==> src/rtl/multicycle_control.sv <==
// Control sequencer for a multi-cycle MIPS datapath: walks each instruction through
// fetch/decode/execute/memory/write-back states and drives the datapath strobes and selects.
module multicycle_control #(
  parameter int unsigned CNT_W        = 32,
  parameter bit          HALT_ON_ZERO = 1'b1
) (
  input  logic             clk,
  input  logic             reset,
  input  logic [31:0]      instr,
  input  logic             mem_ready,
  output logic             pcwrite,
  output logic             pcwritecond,
  output logic             branch_ne,
  output logic             iord,
  output logic             memread,
  output logic             memwrite,
  output logic             irwrite,
  output logic [1:0]       memtoreg,
  output logic [1:0]       regdst,
  output logic             regwrite,
  output logic             alusrca,
  output logic [1:0]       alusrcb,
  output logic [1:0]       aluop,
  output logic [1:0]       pcsource,
  output logic             halted,
  output logic             illegal,
  output logic [3:0]       state,
  output logic [CNT_W-1:0] cycle_count,
  output logic [CNT_W-1:0] instr_count
);

  localparam logic [5:0] OP_RTYPE = 6'b000000;
  localparam logic [5:0] OP_LW    = 6'b100011;
  localparam logic [5:0] OP_SW    = 6'b101011;
  localparam logic [5:0] OP_BEQ   = 6'b000100;
  localparam logic [5:0] OP_BNE   = 6'b000101;
  localparam logic [5:0] OP_J     = 6'b000010;
  localparam logic [5:0] OP_JAL   = 6'b000011;
  localparam logic [5:0] OP_ADDI  = 6'b001000;

  typedef enum logic [3:0] {
    S_FETCH  = 4'd0,  S_DECODE = 4'd1,  S_MEMADR = 4'd2,  S_MEMRD  = 4'd3,
    S_MEMWB  = 4'd4,  S_MEMWR  = 4'd5,  S_RTEXEC = 4'd6,  S_RTWB   = 4'd7,
    S_BRANCH = 4'd8,  S_JUMP   = 4'd9,  S_JAL    = 4'd10, S_ADDIEX = 4'd11,
    S_ADDIWB = 4'd12, S_HALT   = 4'd13
  } state_t;

  state_t     state_q, state_d;
  logic [5:0] opcode;
  logic       zero_halt;
  logic       decode_bad;

  logic       pcwrite_d, pcwrite_q, pcwritecond_d, branch_ne_d, iord_d;
  logic       memread_d, memwrite_d, regwrite_d, alusrca_d, halted_d;
  logic [1:0] memtoreg_d, regdst_d, alusrcb_d, aluop_d, pcsource_d;

  assign opcode    = instr[31:26];
  assign zero_halt = HALT_ON_ZERO && (instr == 32'h0000_0000);

  // Next-state logic; mem_ready only matters in the three memory-access states.
  always_comb begin
    state_d    = state_q;
    decode_bad = 1'b0;
    case (state_q)
      S_FETCH:  if (mem_ready) state_d = S_DECODE;
      S_DECODE: begin
        if (zero_halt) state_d = S_HALT;
        else begin
          case (opcode)
            OP_LW, OP_SW:   state_d = S_MEMADR;
            OP_RTYPE:       state_d = S_RTEXEC;
            OP_BEQ, OP_BNE: state_d = S_BRANCH;
            OP_J:           state_d = S_JUMP;
            OP_JAL:         state_d = S_JAL;
            OP_ADDI:        state_d = S_ADDIEX;
            default: begin
              state_d    = S_HALT;
              decode_bad = 1'b1;
            end
          endcase
        end
      end
      S_MEMADR: state_d = (opcode == OP_SW) ? S_MEMWR : S_MEMRD;
      S_MEMRD:  if (mem_ready) state_d = S_MEMWB;
      S_MEMWB:  state_d = S_FETCH;
      S_MEMWR:  if (mem_ready) state_d = S_FETCH;
      S_RTEXEC: state_d = S_RTWB;
      S_RTWB:   state_d = S_FETCH;
      S_BRANCH: state_d = S_FETCH;
      S_JUMP:   state_d = S_FETCH;
      S_JAL:    state_d = S_FETCH;
      S_ADDIEX: state_d = S_ADDIWB;
      S_ADDIWB: state_d = S_FETCH;
      S_HALT:   state_d = S_HALT;
      default:  state_d = S_FETCH;
    endcase
  end

  // Moore outputs decoded from the next state so they register alongside it.
  always_comb begin
    pcwrite_d     = 1'b0;
    pcwritecond_d = 1'b0;
    branch_ne_d   = 1'b0;
    iord_d        = 1'b0;
    memread_d     = 1'b0;
    memwrite_d    = 1'b0;
    regwrite_d    = 1'b0;
    alusrca_d     = 1'b0;
    halted_d      = 1'b0;
    memtoreg_d    = 2'b00;
    regdst_d      = 2'b00;
    alusrcb_d     = 2'b00;
    aluop_d       = 2'b00;
    pcsource_d    = 2'b00;
    case (state_d)
      S_FETCH:  begin memread_d = 1'b1; alusrcb_d = 2'b01; end
      S_DECODE: alusrcb_d = 2'b11;
      S_MEMADR: begin alusrca_d = 1'b1; alusrcb_d = 2'b10; end
      S_MEMRD:  begin memread_d = 1'b1; iord_d = 1'b1; end
      S_MEMWB:  begin regwrite_d = 1'b1; memtoreg_d = 2'b01; end
      S_MEMWR:  begin memwrite_d = 1'b1; iord_d = 1'b1; end
      S_RTEXEC: begin alusrca_d = 1'b1; aluop_d = 2'b10; end
      S_RTWB:   begin regwrite_d = 1'b1; regdst_d = 2'b01; end
      S_BRANCH: begin
        alusrca_d     = 1'b1;
        aluop_d       = 2'b01;
        pcwritecond_d = 1'b1;
        pcsource_d    = 2'b01;
        branch_ne_d   = (opcode == OP_BNE);
      end
      S_JUMP:   begin pcwrite_d = 1'b1; pcsource_d = 2'b10; end
      S_JAL: begin
        pcwrite_d  = 1'b1;
        pcsource_d = 2'b10;
        regwrite_d = 1'b1;
        regdst_d   = 2'b10;
        memtoreg_d = 2'b10;
      end
      S_ADDIEX: begin alusrca_d = 1'b1; alusrcb_d = 2'b10; end
      S_ADDIWB: regwrite_d = 1'b1;
      S_HALT:   halted_d = 1'b1;
      default:  ;
    endcase
  end

  always_ff @(posedge clk or posedge reset) begin
    if (reset) begin
      state_q     <= S_FETCH;
      pcwrite_q   <= 1'b0;
      pcwritecond <= 1'b0;
      branch_ne   <= 1'b0;
      iord        <= 1'b0;
      memread     <= 1'b1;
      memwrite    <= 1'b0;
      regwrite    <= 1'b0;
      alusrca     <= 1'b0;
      halted      <= 1'b0;
      illegal     <= 1'b0;
      memtoreg    <= 2'b00;
      regdst      <= 2'b00;
      alusrcb     <= 2'b01;
      aluop       <= 2'b00;
      pcsource    <= 2'b00;
      cycle_count <= '0;
      instr_count <= '0;
    end else begin
      state_q     <= state_d;
      pcwrite_q   <= pcwrite_d;
      pcwritecond <= pcwritecond_d;
      branch_ne   <= branch_ne_d;
      iord        <= iord_d;
      memread     <= memread_d;
      memwrite    <= memwrite_d;
      regwrite    <= regwrite_d;
      alusrca     <= alusrca_d;
      halted      <= halted_d;
      illegal     <= illegal | decode_bad;
      memtoreg    <= memtoreg_d;
      regdst      <= regdst_d;
      alusrcb     <= alusrcb_d;
      aluop       <= aluop_d;
      pcsource    <= pcsource_d;
      if (state_q != S_HALT) cycle_count <= cycle_count + CNT_W'(1);
      if (state_d == S_FETCH && state_q != S_FETCH) instr_count <= instr_count + CNT_W'(1);
    end
  end

  // Fetch completes in the same cycle memory answers, so PC/IR loads follow mem_ready directly.
  assign irwrite = (state_q == S_FETCH) && mem_ready && !reset;
  assign pcwrite = pcwrite_q || irwrite;
  assign state   = state_q;

endmodule

==> config.mk <==
export PLATFORM = sky130hd
export DESIGN_NAME = multicycle_control
export DESIGN_NICKNAME = d
export VERILOG_FILES = /design/src/rtl/multicycle_control.sv
export SDC_FILE = /design/constraint.sdc
export NUM_CORES = 1
export LEC_CHECK = 0
export CELL_PAD_IN_SITES_DETAIL_PLACEMENT = 1
export CELL_PAD_IN_SITES_GLOBAL_PLACEMENT = 2
export CORE_ASPECT_RATIO = 0.7
export CORE_MARGIN = 10
export CORE_UTILIZATION = 38
export DETAILED_ROUTE_END_ITERATION = 8
export DONT_BUFFER_PORTS = 1
export GPL_TIMING_DRIVEN = 0
export PLACE_DENSITY_LB_ADDON = 0.15
export SYNTH_ARGS = -nofsm -noshare
export SYNTH_HDL_FRONTEND = slang
export SYNTH_SLANG_ARGS = --single-unit
export TNS_END_PERCENT = 50
==> constraint.sdc <==
create_clock -name clk -period 5.12 [get_ports clk]
set_input_delay 1.024 -clock clk [delete_from_list [all_inputs] [get_ports clk]]
set_output_delay 1.024 -clock clk [all_outputs]
set_load 0.01 [all_outputs]
# [Word level (Yosys, flattened, before mapping)]
# Index checks and enable logic that the tools add are counted.
[op_classes] muxes=24 bitwise=1 add_sub_neg=2 n_reduce_logical=19 eq_ne=28
[op_table] operator="$add A32 B1 Y32 const B" count=2
[op_table] operator="$eq A4 B4 Y1 const B" count=8
[op_table] operator="$logic_not A32 Y1" count=1
[op_table] operator="$pmux W4 S8" count=1
[op_table] operator="$eq A4 B3 Y1 const B" count=6
[op_table] operator="$pmux W4 S6" count=1
[op_table] operator="$eq A4 B2 Y1 const B" count=4
[op_table] operator="$mux W4" count=4
[op_table] operator="$pmux W2 S2" count=4
[op_table] operator="$eq A6 B2 Y1 const B" count=2
[op_table] operator="$eq A6 B3 Y1 const B" count=2
[op_table] operator="$eq A6 B6 Y1 const B" count=2
[op_table] operator="$mux W1" count=12
[op_table] operator="$reduce_or A2 Y1" count=6
[op_table] operator="$eq A4 B1 Y1 const B" count=2
[op_table] operator="$logic_not A4 Y1" count=2
[op_table] operator="$reduce_or A4 Y1" count=2
[op_table] operator="$reduce_or A8 Y1" count=1
[op_table] operator="$eq A6 B4 Y1 const B" count=1
[op_table] operator="$logic_not A6 Y1" count=1
[op_table] operator="$pmux W2 S3" count=1
[op_table] operator="$ne A4 B4 Y1 const B" count=1
[op_table] operator="$reduce_bool A4 Y1" count=1
[op_table] operator="$logic_and A1 B1 Y1" count=3
[op_table] operator="other kinds (4)" count=4
[totals] reg_bits=88 inputBits=35 elab_cells=92 output_inout_bits=89

# [Depth between registers and ports, before layout]
[depth] word_depth=8 ltp_mapped=9 mapped_depth_nobuf=8

# [Worst setup path after synthesis]
# Ideal clock, no wire load.
[synth_path] path_kind="input to output" start="input reset" end="output pcwrite" required_ns=4.096 arrival_ns=3.411 n_path_buf=0 slack_ns=0.685 cell_stages=3 cell_sequence="inv_1 -> and3_1 -> or2_2"
[synth_via] elab_chain_len=3
[synth_lines] element="start, declared" line="8" rtl="input logic reset,"
[synth_lines] element="$logic_not A1 Y1" line="189" rtl="assign irwrite = (state_q == S_FETCH) && mem_ready && !reset;"
[synth_lines] element="$logic_and A1 B1 Y1" line="189"
[synth_lines] element="named net irwrite" line="17" rtl="output logic irwrite,"
[synth_lines] element="$logic_or A1 B1 Y1" line="190" rtl="assign pcwrite = pcwrite_q || irwrite;"
[synth_lines] element="end, declared" line="11" rtl="output logic pcwrite,"
# The timed path passes the listed nets, and every way through them passes these cells.

# [Worst setup path in the final report]
[layout_path] start="input instr[27]" end="register instr_count[1]"
[layout_via] elab_chain_len=7 elab_cells_between_ends=17 classes_between="7 x eq/ne; 4 x mux; 6 x reduce/logical"
[layout_lines] element="start, declared" line="9" rtl="input logic [31:0] instr,"
[layout_lines] element="$eq A6 B3 Y1 or $eq A6 B6 Y1 (tied branches)" line="69" rtl="case (opcode)"
[layout_lines] element="$reduce_or A2 Y1 (on tied branches)"
[layout_lines] element="$pmux W4 S6" line="69"
[layout_lines] element="$mux W4 (*)" line="67" rtl="if (zero_halt) state_d = S_HALT;"
[layout_lines] element="$pmux W4 S8 (*)" line="64" rtl="case (state_q)"
[layout_lines] element="named net state_d[3]" line="48" rtl="state_t state_q, state_d;"
[layout_lines] element="$logic_not A4 Y1 (*)" line="184" rtl="if (state_d == S_FETCH && state_q != S_FETCH) instr_count <= instr_count + CNT_W'(1);"
[layout_lines] element="$logic_and A1 B1 Y1 (*)" line="184"
[layout_lines] element="end signal, assigned" line="184"
[layout_lines] element="end, declared" line="29" rtl="output logic [CNT_W-1:0] instr_count"
# Mark *: on every way through the listed nets, which the timed path passes. The rest lies on a longest branch.
# A chain may end at the register's enable or synchronous reset.

==> reports/qor.yml <==
routing:
  wl_per_cell_um: 20.5
  finalWirelength_um: 10900
  vias_per_cell: 5.57
  vias: 2967
  drcViolationCount: 0
  drtIter0Drc: 153
  antenna_left: 0
  drtPass1Iterations: 4
floorplan:
  io_pins: 124
  chipWidth_um: 143
  dieArea_um2: 15200
  start_util: 0.391
  core_area_um2: 10400
  die_y_um: 106
  rows: 31
global_routing:
  grt_antenna_before_repair: 0
  grt_max_degree: 71
  grt_overflow: 0
  grt_pass1_wl_um: 17800
  top_usage_layer: "met2"
  grt_use_met1: 0.190
  grt_pass1_vias: 3123
  grt_usage: 0.147
  met2_usage: 0.205
  met3_usage: 0.0778
timing:
  setup_slack_ps: 1740
  slew_viol_final: 0
  setup_viol: 0
  finClkSkew_ps: 7.60
  fin_crit_ps: 3380
  slew_headroom: 0.448
  rsz0062_at_grt: "no"
  fin_setup_tns_ps: 0
  final_hold_viol_count: 0
  fmax_mhz: 296
  fin_crit_sh: 0.660
  hold_ws_ps: 481
  tightest_slew_ps: 821
worst_hold_path:
  hold_class: "input port to asynchronous set/reset pin"
worst_setup_path:
  cp_data_required_time_ps: 5340
  crit_fanout: 10
  end_kind: "flip-flop"
  crit_arrival_ps: 3600
  start_kind: "input port"
  path_class: "input port to flip-flop"
flow_run:
  max-cap-violations: 0
synthesis:
  synth_edf_count: 0
  ys_async_sr_fraction: 1.00
  yosysTopAreaCell: "dfrtp_1"
  yosys_warnings: 0
  ys_seq_area_frac: 0.532
  synthTopCellsByCount: "dfrtp_1 (84), xnor2_1 (33), nand2_1 (31), xor2_1 (30), nor2_1 (27)"
  synth_cell_types: 53
  synth-seq-cells: 86
  synthesis.nets: 421
  synth_area_um2: 4050
  synth_ff_type: "dfrtp_1"
  avgSynthCellArea_um2: 10.5
  synth_cells: 384
  synth.top_cell.area_share: 0.519
  yosysMostFrequentCell: "dfrtp_1"
  synth_area_leaders: "dfrtp_1 (52%), xnor2_1 (7.1%), xor2_1 (6.5%), and3_1 (3.2%), nand2_1 (2.9%)"
clock_tree:
  cts_buffers: 9
  cts_tree: "done"
  clock_latency_ps: 340
  clk_pin_slew_worst_paths_ps: 70
  htreeDepth: 3
  post_cts_buffers: 0
  cts_root_buf: "clkbuf_16"
  cts_hold_buf: 0
  cts.sinks: 86
  cts.path.max_buffers: 2
  cts_resized: 0
final_layout:
  area.growth.synth_to_final_pct: 12.6
  seqCellArea_um2: 2150
  finish.utilization: 0.440
  multiInputGateArea_um2: 1790
  final_area_um2: 4560
  post_layout_nonfiller_instances: 533
  antenna_cells: 0
  fillers: 1135
  fin_nets: 433
  drive_above_1_share: 0.0823
power:
  fin_total_pwr_mw: 2.23
  power_density_nw_per_um2: 490
  ir_worst_vdd_v: 0.000188
  p_leak_nw: 2.13
placed_design:
  port_buffers: 0
  dp_cells: 517
  place.gp.congestion: 0.823
  dpl.hpwl_um: 8170
  pre_cts_ws_ps: 1370
  placed_area_um2: 4240
run_status:
  status: "complete, no violations"
-- metal layers --
layer | vias up | wire [um]
met5 | - | 0
met4 | 0 | 143
met3 | 16 | 1180
met2 | 106 | 4530
met1 | 1470 | 5080
li1 | 1375 | -
-- state kept, by name, indices dropped and copies added (netlist names) --
signal       count
memwrite         1
aluop            1
regdst           1
regwrite         1
pcsource         2
instr_count     32
halted           1
memtoreg         2
pcwritecond      1
cycle_count     32
branch_ne        1
iord             1
alusrca          1
state            4
memread          1
alusrcb          2
illegal          1
pcwrite_q        1
-- final timing paths --
path	cells past startpoint	to	slack, ps	from
setup / recovery	8	instr_count[1]	1740	instr[27]
hold / removal	1	cycle_count[28]	480	reset
setup reg to reg	9	instr_count[23]	1840	state[0]
hold reg to reg	1	instr_count[31]	540	instr_count[31]
max in group asynchronous	2	alusrcb[0]	3970	reset
min in group clk	1	instr_count[31]	540	instr_count[31]
-- power breakdown --
group,internal [mW],switching [mW]
Combinational,0.214,0.357
Clock,0.431,0.273
Sequential,0.794,0.165
Total,1.44,0.795
-- layout by cell type (no fill, tap or decap), drive strengths merged, types with 5 or more instances in the layout --
cell type	netlist	layout
clkbuf	9	20
nand3	22	22
nor3	21	21
or3	5	5
xnor2	33	33
nand4	14	14
nor2	27	27
xor2	30	30
and3	21	21
dfrtp	84	84
inv	13	15
nand2	31	31
nor4	10	10
-- cell type report --
class                   count  share of cell area
inverters                  13              0.0113
plain buffers              12              0.0118
flip-flops and latches     86               0.473
clock inverters             5              0.0181
well taps                 132              0.0362
repair buffers              1             0.00604
clock buffers              11              0.0510
multi-input cells         273               0.393
-- worst max-delay path: stages --
cell	delay [ps]
or4_4	550
or3_1	370
a41o_1	270
a21oi_4	290
inv_2	130
or3_4	450
nor3_4	170
mux2_1	340
-- kinds of logic after synthesis --
kind of cell,count (synthesis),share of synthesized area
mux,2,0.00556
buf+inv,25,0.0253
fa+ha+maj,2,0.00618
flops,86,0.532
xor+xnor,63,0.136
compound gates,27,0.0516
simple gates,179,0.243
Power figures use the tool's default switching activity.
